--- src/rtl/seg7_counter_display.sv ---
// seg7_counter_display
// Rising-edge detects three debounced buttons, keeps a 4-digit BCD up/down
// counter and time-multiplexes it onto a 4-digit common-anode display.
// Handshake: none; the button inputs are plain synchronous levels and every
// output is a registered level that updates on the rising clk edge.

module seg7_counter_display #(
    parameter int REFRESH_DIV   = 100000,
    parameter bit BLANK_LEADING = 1'b1
) (
    input  logic        clk,
    input  logic        reset,
    input  logic        btn_up,
    input  logic        btn_down,
    input  logic        btn_clr,
    output logic [15:0] count,
    output logic [6:0]  seg,
    output logic        dp,
    output logic [3:0]  an
);

    localparam int             PW     = $clog2(REFRESH_DIV);
    localparam logic [PW-1:0]  P_LAST = PW'(REFRESH_DIV - 1);

    logic          r_prev_up;
    logic          r_prev_down;
    logic          r_prev_clr;
    logic [15:0]   r_count;
    logic [PW-1:0] r_presc;
    logic [1:0]    r_sel;
    logic [6:0]    r_seg;
    logic [3:0]    r_an;

    logic          w_rise_up;
    logic          w_rise_down;
    logic          w_rise_clr;
    logic [15:0]   w_count_inc;
    logic [15:0]   w_count_dec;
    logic [15:0]   w_count_next;
    logic          w_presc_last;
    logic [3:0]    w_digit;
    logic          w_blank;
    logic [6:0]    w_seg_next;
    logic [3:0]    w_an_next;

    // Segment pattern {g,f,e,d,c,b,a}, active-low; non-BCD codes are dark.
    function automatic logic [6:0] f_decode(input logic [3:0] d);
        logic [6:0] v;
        case (d)
            4'd0:    v = 7'b1000000;
            4'd1:    v = 7'b1111001;
            4'd2:    v = 7'b0100100;
            4'd3:    v = 7'b0110000;
            4'd4:    v = 7'b0011001;
            4'd5:    v = 7'b0010010;
            4'd6:    v = 7'b0000010;
            4'd7:    v = 7'b1111000;
            4'd8:    v = 7'b0000000;
            4'd9:    v = 7'b0010000;
            default: v = 7'b1111111;
        endcase
        return v;
    endfunction

    assign w_rise_up   = btn_up   & ~r_prev_up;
    assign w_rise_down = btn_down & ~r_prev_down;
    assign w_rise_clr  = btn_clr  & ~r_prev_clr;

    // Per-digit BCD increment: a 9 rolls to 0 and carries upward.
    always_comb begin
        logic w_carry;
        w_count_inc = r_count;
        w_carry     = 1'b1;
        for (int i = 0; i < 4; i++) begin
            if (w_carry) begin
                if (r_count[4*i +: 4] == 4'd9) begin
                    w_count_inc[4*i +: 4] = 4'd0;
                end else begin
                    w_count_inc[4*i +: 4] = r_count[4*i +: 4] + 4'd1;
                    w_carry               = 1'b0;
                end
            end
        end
    end

    // Per-digit BCD decrement: a 0 rolls to 9 and borrows upward.
    always_comb begin
        logic w_borrow;
        w_count_dec = r_count;
        w_borrow    = 1'b1;
        for (int i = 0; i < 4; i++) begin
            if (w_borrow) begin
                if (r_count[4*i +: 4] == 4'd0) begin
                    w_count_dec[4*i +: 4] = 4'd9;
                end else begin
                    w_count_dec[4*i +: 4] = r_count[4*i +: 4] - 4'd1;
                    w_borrow              = 1'b0;
                end
            end
        end
    end

    // Event priority: clear wins, up+down together cancel, then up, then down.
    always_comb begin
        w_count_next = r_count;
        if (w_rise_clr) begin
            w_count_next = 16'h0000;
        end else if (w_rise_up && w_rise_down) begin
            w_count_next = r_count;
        end else if (w_rise_up) begin
            w_count_next = w_count_inc;
        end else if (w_rise_down) begin
            w_count_next = w_count_dec;
        end
    end

    // Display word for the current slot, blanking leading zero digits 3..1.
    always_comb begin
        w_digit = r_count[{r_sel, 2'b00} +: 4];
        case (r_sel)
            2'd1:    w_blank = BLANK_LEADING && (r_count[15:4]  == 12'h000);
            2'd2:    w_blank = BLANK_LEADING && (r_count[15:8]  == 8'h00);
            2'd3:    w_blank = BLANK_LEADING && (r_count[15:12] == 4'h0);
            default: w_blank = 1'b0;
        endcase
        if (w_blank) begin
            w_an_next  = 4'b1111;
            w_seg_next = 7'b1111111;
        end else begin
            w_an_next  = ~(4'b0001 << r_sel);
            w_seg_next = f_decode(w_digit);
        end
    end

    assign w_presc_last = (r_presc == P_LAST);

    // Edge history, counter, scan prescaler/select and registered outputs.
    always_ff @(posedge clk) begin
        if (!reset) begin
            r_prev_up   <= 1'b1;
            r_prev_down <= 1'b1;
            r_prev_clr  <= 1'b1;
            r_count     <= 16'h0000;
            r_presc     <= '0;
            r_sel       <= 2'd0;
            r_seg       <= 7'b1111111;
            r_an        <= 4'b1111;
        end else begin
            r_prev_up   <= btn_up;
            r_prev_down <= btn_down;
            r_prev_clr  <= btn_clr;
            r_count     <= w_count_next;
            if (w_presc_last) begin
                r_presc <= '0;
                r_sel   <= r_sel + 2'd1;
            end else begin
                r_presc <= r_presc + 1'b1;
            end
            r_seg <= w_seg_next;
            r_an  <= w_an_next;
        end
    end

    assign count = r_count;
    assign seg   = r_seg;
    assign an    = r_an;
    assign dp    = 1'b1;

endmodule

--- config.mk ---
export PLATFORM = sky130hd
export DESIGN_NAME = seg7_counter_display
export DESIGN_NICKNAME = d
export VERILOG_FILES = /design/src/rtl/seg7_counter_display.sv
export SDC_FILE = /design/constraint.sdc
export NUM_CORES = 1
export LEC_CHECK = 0
export ABC_AREA = 1
export CAP_MARGIN = 40
export CORE_MARGIN = 2
export CORE_UTILIZATION = 55
export CTS_BUF_LIST = sky130_fd_sc_hd__clkbuf_8
export CTS_CLUSTER_SIZE = 24
export DETAILED_ROUTE_END_ITERATION = 12
export DONT_BUFFER_PORTS = 1
export PLACE_DENSITY_LB_ADDON = 0.3
export SETUP_SLACK_MARGIN = 0.4
export SKIP_LAST_GASP = 1
export SYNTH_ARGS = -nofsm -noshare
export SYNTH_HDL_FRONTEND = slang
export SYNTH_SLANG_ARGS = --single-unit
--- constraint.sdc ---
create_clock -name clk -period 2.2 [get_ports clk]
set_input_delay 0.11 -clock clk [delete_from_list [all_inputs] [get_ports clk]]
set_output_delay 0.11 -clock clk [all_outputs]
set_load 0.1 [all_outputs]
# --- After elaboration in Yosys (flattened, before gate mapping) ---
# Memories as Yosys holds them, arrays and structs flattened. A register that Yosys moved wholly into a read port is not among the register bits.
# Cells that the tools add are included.
op_classes:
  addsub: 10
  shift: 2
  n_reduce_logical: 18
  mux: 27
  n_eq_ne: 11
  n_bitwise: 9
op_table:
  columns: ["cell", "count"]
  rows:
  - ["$mux 4", 14]
  - ["$mux 16", 2]
  - ["$add 17x1->17 const B", 1]
  - ["$eq 17x17->1 const B", 1]
  - ["$add 4x1->4 const B", 4]
  - ["$eq 4x4->1 const B", 4]
  - ["$logic_not 4->1", 4]
  - ["$shiftx 16x5->4", 1]
  - ["$sub 4x1->4 const B", 4]
  - ["$logic_not 12->1", 1]
  - ["$reduce_and 4->1", 3]
  - ["$mux 1", 10]
  - ["$logic_not 8->1", 1]
  - ["$reduce_bool 2->1", 4]
  - ["$ne 2x1->1 const B", 3]
  - ["$reduce_or 2->1", 3]
  - ["$not 1->1", 5]
  - ["$eq 2x2->1 const B", 2]
  - ["$not 4->4", 1]
  - ["$shl 1x2->4 const A", 1]
  - ["$and 1x1->1", 3]
  - ["$pmux 1 s3", 1]
  - ["$add 2x1->2 const B", 1]
  - ["$eq 2x1->1 const B", 1]
  - ["other kinds (2)", 2]
totals:
  mem_bits_ro: 112
  wordCells: 88
  inputBits: 5
  regBits: 42
  n_memories: 1
  out_inout_bits: 28
memory_table:
  columns: ["name", "words", "width", "read_ports", "rd_clocked_by_memory_dff", "wr", "line_no", "text"]
  rows:
  - ["(no name shown)", 16, 7, 1, 1, 0, "49", "case (d)"]

# --- Logic depth before layout (Yosys ltp) ---
depth:
  word_depth: 7
  depth_mapped: 12
  depth_no_buf: 12

# --- Worst setup path after synthesis ---
# OpenSTA, ideal clock, no wires.
synth_timing:
  path_kind: "register -> register"
  startpoint: "register r_count[4] (netlist: count[4])"
  endpoint: "register r_seg[3] (netlist: seg[3])"
  synth_period_minus_slack_ps: 2282
  path_stages_with_launch: 10
  required_time_ps: 2061
  n_path_buf: 0
  setup_time_ps: 139
  t_arrival_ps: 2143
  slack_ps: -82
  cell_sequence: "dfxtp_1 -> inv_1 -> nand2_1 -> o211ai_1 -> nand2_1 -> inv_1 -> ha_1 -> nand3_1 -> nand3_1 -> nand4_1"
synth_between:
  elab_chain_len: 3
  elab_cells_between_ends: 4
  classes_between: "1 x shift; 1 x mux; 2 x reduce/logical"
synth_lines:
  columns: ["item", "line_no", "text"]
  rows:
  - ["start, declared", "28", "logic [15:0] r_count;"]
  - ["start signal, assigned", "152", "r_count <= w_count_next;"]
  - ["$logic_not 12->1", "121", "2'd1: w_blank = BLANK_LEADING && (r_count[15:4] == 12'h000);"]
  - ["$pmux 1 s3", "120", "case (r_sel)"]
  - ["$reduce_or 2->1 (no source line)", null, null]
  - ["end, declared", "31", "logic [6:0] r_seg;"]
# Parallel ways exist; a longest one is shown, timed or not.
# A chain may end at the register's enable or synchronous reset.

# --- Worst setup path in the final report ---
layout_timing:
  startpoint: "register r_count[12] (netlist: count[12])"
  endpoint: "register r_seg[3] (netlist: seg[3])"
layout_between:
  elab_chain_len: 3
  elab_cells_between_ends: 6
  classes_between: "1 x shift; 1 x mux; 4 x reduce/logical"
layout_lines:
  columns: ["item", "line_no"]
  rows:
  - ["$logic_not 12->1, or another cell as far along", "121"]
  - ["$pmux 1 s3", "120"]
  - ["$reduce_or 2->1 (no source line)", null]
# Parallel ways exist; a longest one is shown, timed or not.

==> insert_results.sql <==
INSERT INTO impl_metrics (metric_group, metric, value, unit) VALUES
('synth', 'synth_flop_cell', 'dfxtp_1', ''),
('power_and_ir_drop', 'cellPowerDensity', '600', 'nW/um^2'),
('setup_path', 'endpoint_arrival_time_on_the_critical_path', '1.92', 'ns'),
('global_route', 'initial_antenna_violation_count', '0', ''),
('placed_design', 'place.port_buffers', '0', ''),
('route', 'length_of_the_first_detailed_routing_pass_in_iterations', '4', ''),
('clock_network', 'clock-root-buffer', 'clkbuf_8', ''),
('placed_design', 'postPlaceCellArea', '3330', 'sq um'),
('route', 'drt_wl_total', '6800', 'um'),
('finish', 'layout-drive-gt1-share', '21.6', '%'),
('floorplanning', 'row_count', '27', ''),
('sta', 'setup_viol', '0', ''),
('power_and_ir_drop', 'max-vdd-ir-drop', '322', 'uV'),
('sta', 'rsz0062_at_grt', 'yes', ''),
('sta', 'period_minus_slack', '1.74', 'ns'),
('clock_network', 'ctsLongestPathBuffers', '2', ''),
('finish', 'area.growth.synth_to_final', '12.1', '%'),
('synth', 'synth_compound_gate_area_share', '8.57', '%'),
('sta', 'setup_tns_final', '0', 'ns'),
('route', 'vias', '2934', ''),
('sta', 'clock_skew', '0.00736', 'ns'),
('setup_path', 'timing.setup.critical_path_class', 'reg -> reg', ''),
('route', 'wire_per_inst', '12.0', 'um'),
('setup_path', 'worstPathMaxFanout', '6', ''),
('floorplanning', 'pin_count', '33', ''),
('global_route', 'first_pass_grt_wire_length', '11500', 'um'),
('floorplanning', 'die-area', '6240', 'sq um'),
('clock_network', 'numCtsBuffers', '5', ''),
('synth', 'post_synth_xor_area_fraction', '1.42', '%'),
('setup_path', 'path_cells', 'inv_2 -> nand2_1 -> o211ai_1 -> nand2_2 -> inv_1 -> ha_1 -> nand3_1 -> nand3_1 -> nand4_1', ''),
('floorplanning', 'dieHeight', '79.0', 'um'),
('run_status', 'outcome', 'complete, no violations', ''),
('floorplanning', 'die_width', '79.0', 'um'),
('setup_path', 'timing.critical_path.mode_cell', 'nand3_1', ''),
('synth', 'synth_adder_area_share', '4.45', '%'),
('setup_path', 'setup.worst_path.start_class', 'flip-flop', ''),
('clock_network', 'tritoncts', 'done', ''),
('global_route', 'first_global_vias', '2657', ''),
('synth', 'ys_seq_elements', '49', ''),
('finish', 'final_nets', '511', ''),
('placed_design', 'post-dp-hpwl', '5150', 'um'),
('clock_network', 'cts.sinks', '49', ''),
('sta', 'max_freq', '576', 'MHz'),
('sta', 'finalMaxSlewViolations', '0', ''),
('placed_design', 'gp_routability_congestion', '0.875', ''),
('finish', 'antenna_cells', '0', ''),
('route', 'route.detailed.vias_per_inst', '5.17', ''),
('synth', 'yosys_warnings', '0', ''),
('global_route', 'largest_net_degree_at_the_start_of_global_routing', '18', ''),
('clock_network', 'worstSkewPairLatency', '0.31', 'ns'),
('finish', 'fillerInstances', '515', ''),
('finish', 'area.sequential', '1010', 'sq um'),
('setup_path', 'worst_path_max_delay_cell', 'dfxtp_4', ''),
('clock_network', 'cts_max_level', '2', ''),
('synth', 'synth.most_common_cell', 'nand2_1', ''),
('global_route', 'globalRoute.totalOverflow', '0', ''),
('synth', 'synth_simple_gate_area_share', '44.1', '%'),
('global_route', 'grt_use_total', '22.9', '%'),
('run', 'maxCapViolations', '0', ''),
('synth', 'synthesis.area', '3090', 'sq um'),
('min_path', 'hold_path.class', 'in -> reg', ''),
('route', 'drc', '0', ''),
('synth', 'mapped_nets', '483', ''),
('setup_path', 'crit_required', '2.39', 'ns'),
('synth', 'postSynth.asyncResetShare', '0', '%'),
('synth', 'netlist.area_leader.share', '31.7', '%'),
('floorplanning', 'core-area', '5470', 'sq um'),
('synth', 'post_synth_inst_count', '467', ''),
('synth', 'synth_area_per_cell', '6.63', 'sq um'),
('sta', 'fin_crit_sh', '78.9', '%'),
('sta', 'timing.final.hold_violations', '0', '');
==> through the flow <==
stage               instances  util (%)  hold WS, ns  setup WS [ns]  power, mW
finish                    568      63.4       0.0578          0.464       2.08
CTS                       568      63.3       0.0488          0.404       2.09
global placement          556      60.9        0.181          0.420       1.53
floorplan                 467         -        0.203          0.489       1.45
global route              568      63.4       0.0617          0.366       2.18
detailed placement        556      60.9        0.184          0.362       1.54
==> layer usage <==
metal	vias up	share of wire, %	global-route usage [%]
met5	-	0	0
met4	0	1.7	9.31
met3	9	5.1	4.20
met2	62	45	37.4
met1	1322	48	29.9
li1	1541	-	-
==> kinds of logic (layout without fill, tap and decap cells) <==
group | Yosys count | count (layout)
other cells | 1 | 1
buf+inv | 70 | 99
simple gates | 283 | 283
compound gates | 48 | 48
fa+ha+maj | 11 | 11
xor+xnor | 5 | 5
flops | 49 | 49
==> flip-flops by register name, indices dropped and copies added (netlist names) <==
name         cells
r_presc         17
count           16
seg              7
an               4
r_sel            2
r_prev_clr       1
r_prev_down      1
r_prev_up        1
==> final timing paths <==
kind              depth (start not counted)     endpoint  slack [ns]        start
setup reg to reg                          9       seg[3]        0.46    count[12]
setup / recovery                          9       seg[3]        0.46    count[12]
hold reg to reg                           2  r_presc[14]        0.47  r_presc[14]
hold / removal                            2   r_presc[1]        0.06        reset
==> worst max-delay path: cells and delay by family, from the launching register on <==
kind	cells	cell delay, ns
AOI/OAI and AO/OA	1	0.09
adders and majority gates	1	0.28
buffers and inverters	2	0.19
DFF	1	0.57
and+or+nand+nor	5	0.48
==> cell type report <==
cell class / count / area share, %
clock inverters: 3 / 0.613
well taps: 72 / 2.60
clock buffers: 5 / 1.98
multi-input cells: 348 / 52.4
inverters: 62 / 6.71
flip-flops and latches: 49 / 29.1
repair buffers: 29 / 6.57
==> placed cells by master (no fill, tap or decap), drive strengths merged, types with 3 or more instances in the layout <==
master       instances
nor3                 9
dfxtp               49
dlygate4sd3          4
xor2                 4
nand3b               3
nor2                64
ha                  11
buf                 25
inv                 63
o21ai               20
nand3               41
clkbuf               5
o211ai               3
a21oi               22
nand4               16
nand2              149
==> timing repair <==
| action | CTS | global route |
|---|---|---|
| setup endpoints to repair | 4 | 6 |
| setup buffers | 0 | 0 |
| endpoints found under the hold margin | 9 | 0 |
| hold buffers | 4 | 0 |
| cloned | 0 | 0 |
| resized for setup | 2 | 3 |
==> power breakdown <==
group	internal [mW]	total (mW)	switching, mW
Combinational	0.130	0.540	0.410
Sequential	0.926	0.985	0.0582
Clock	0.226	0.557	0.331
No activity file was read; power rests on OpenSTA's default activity.
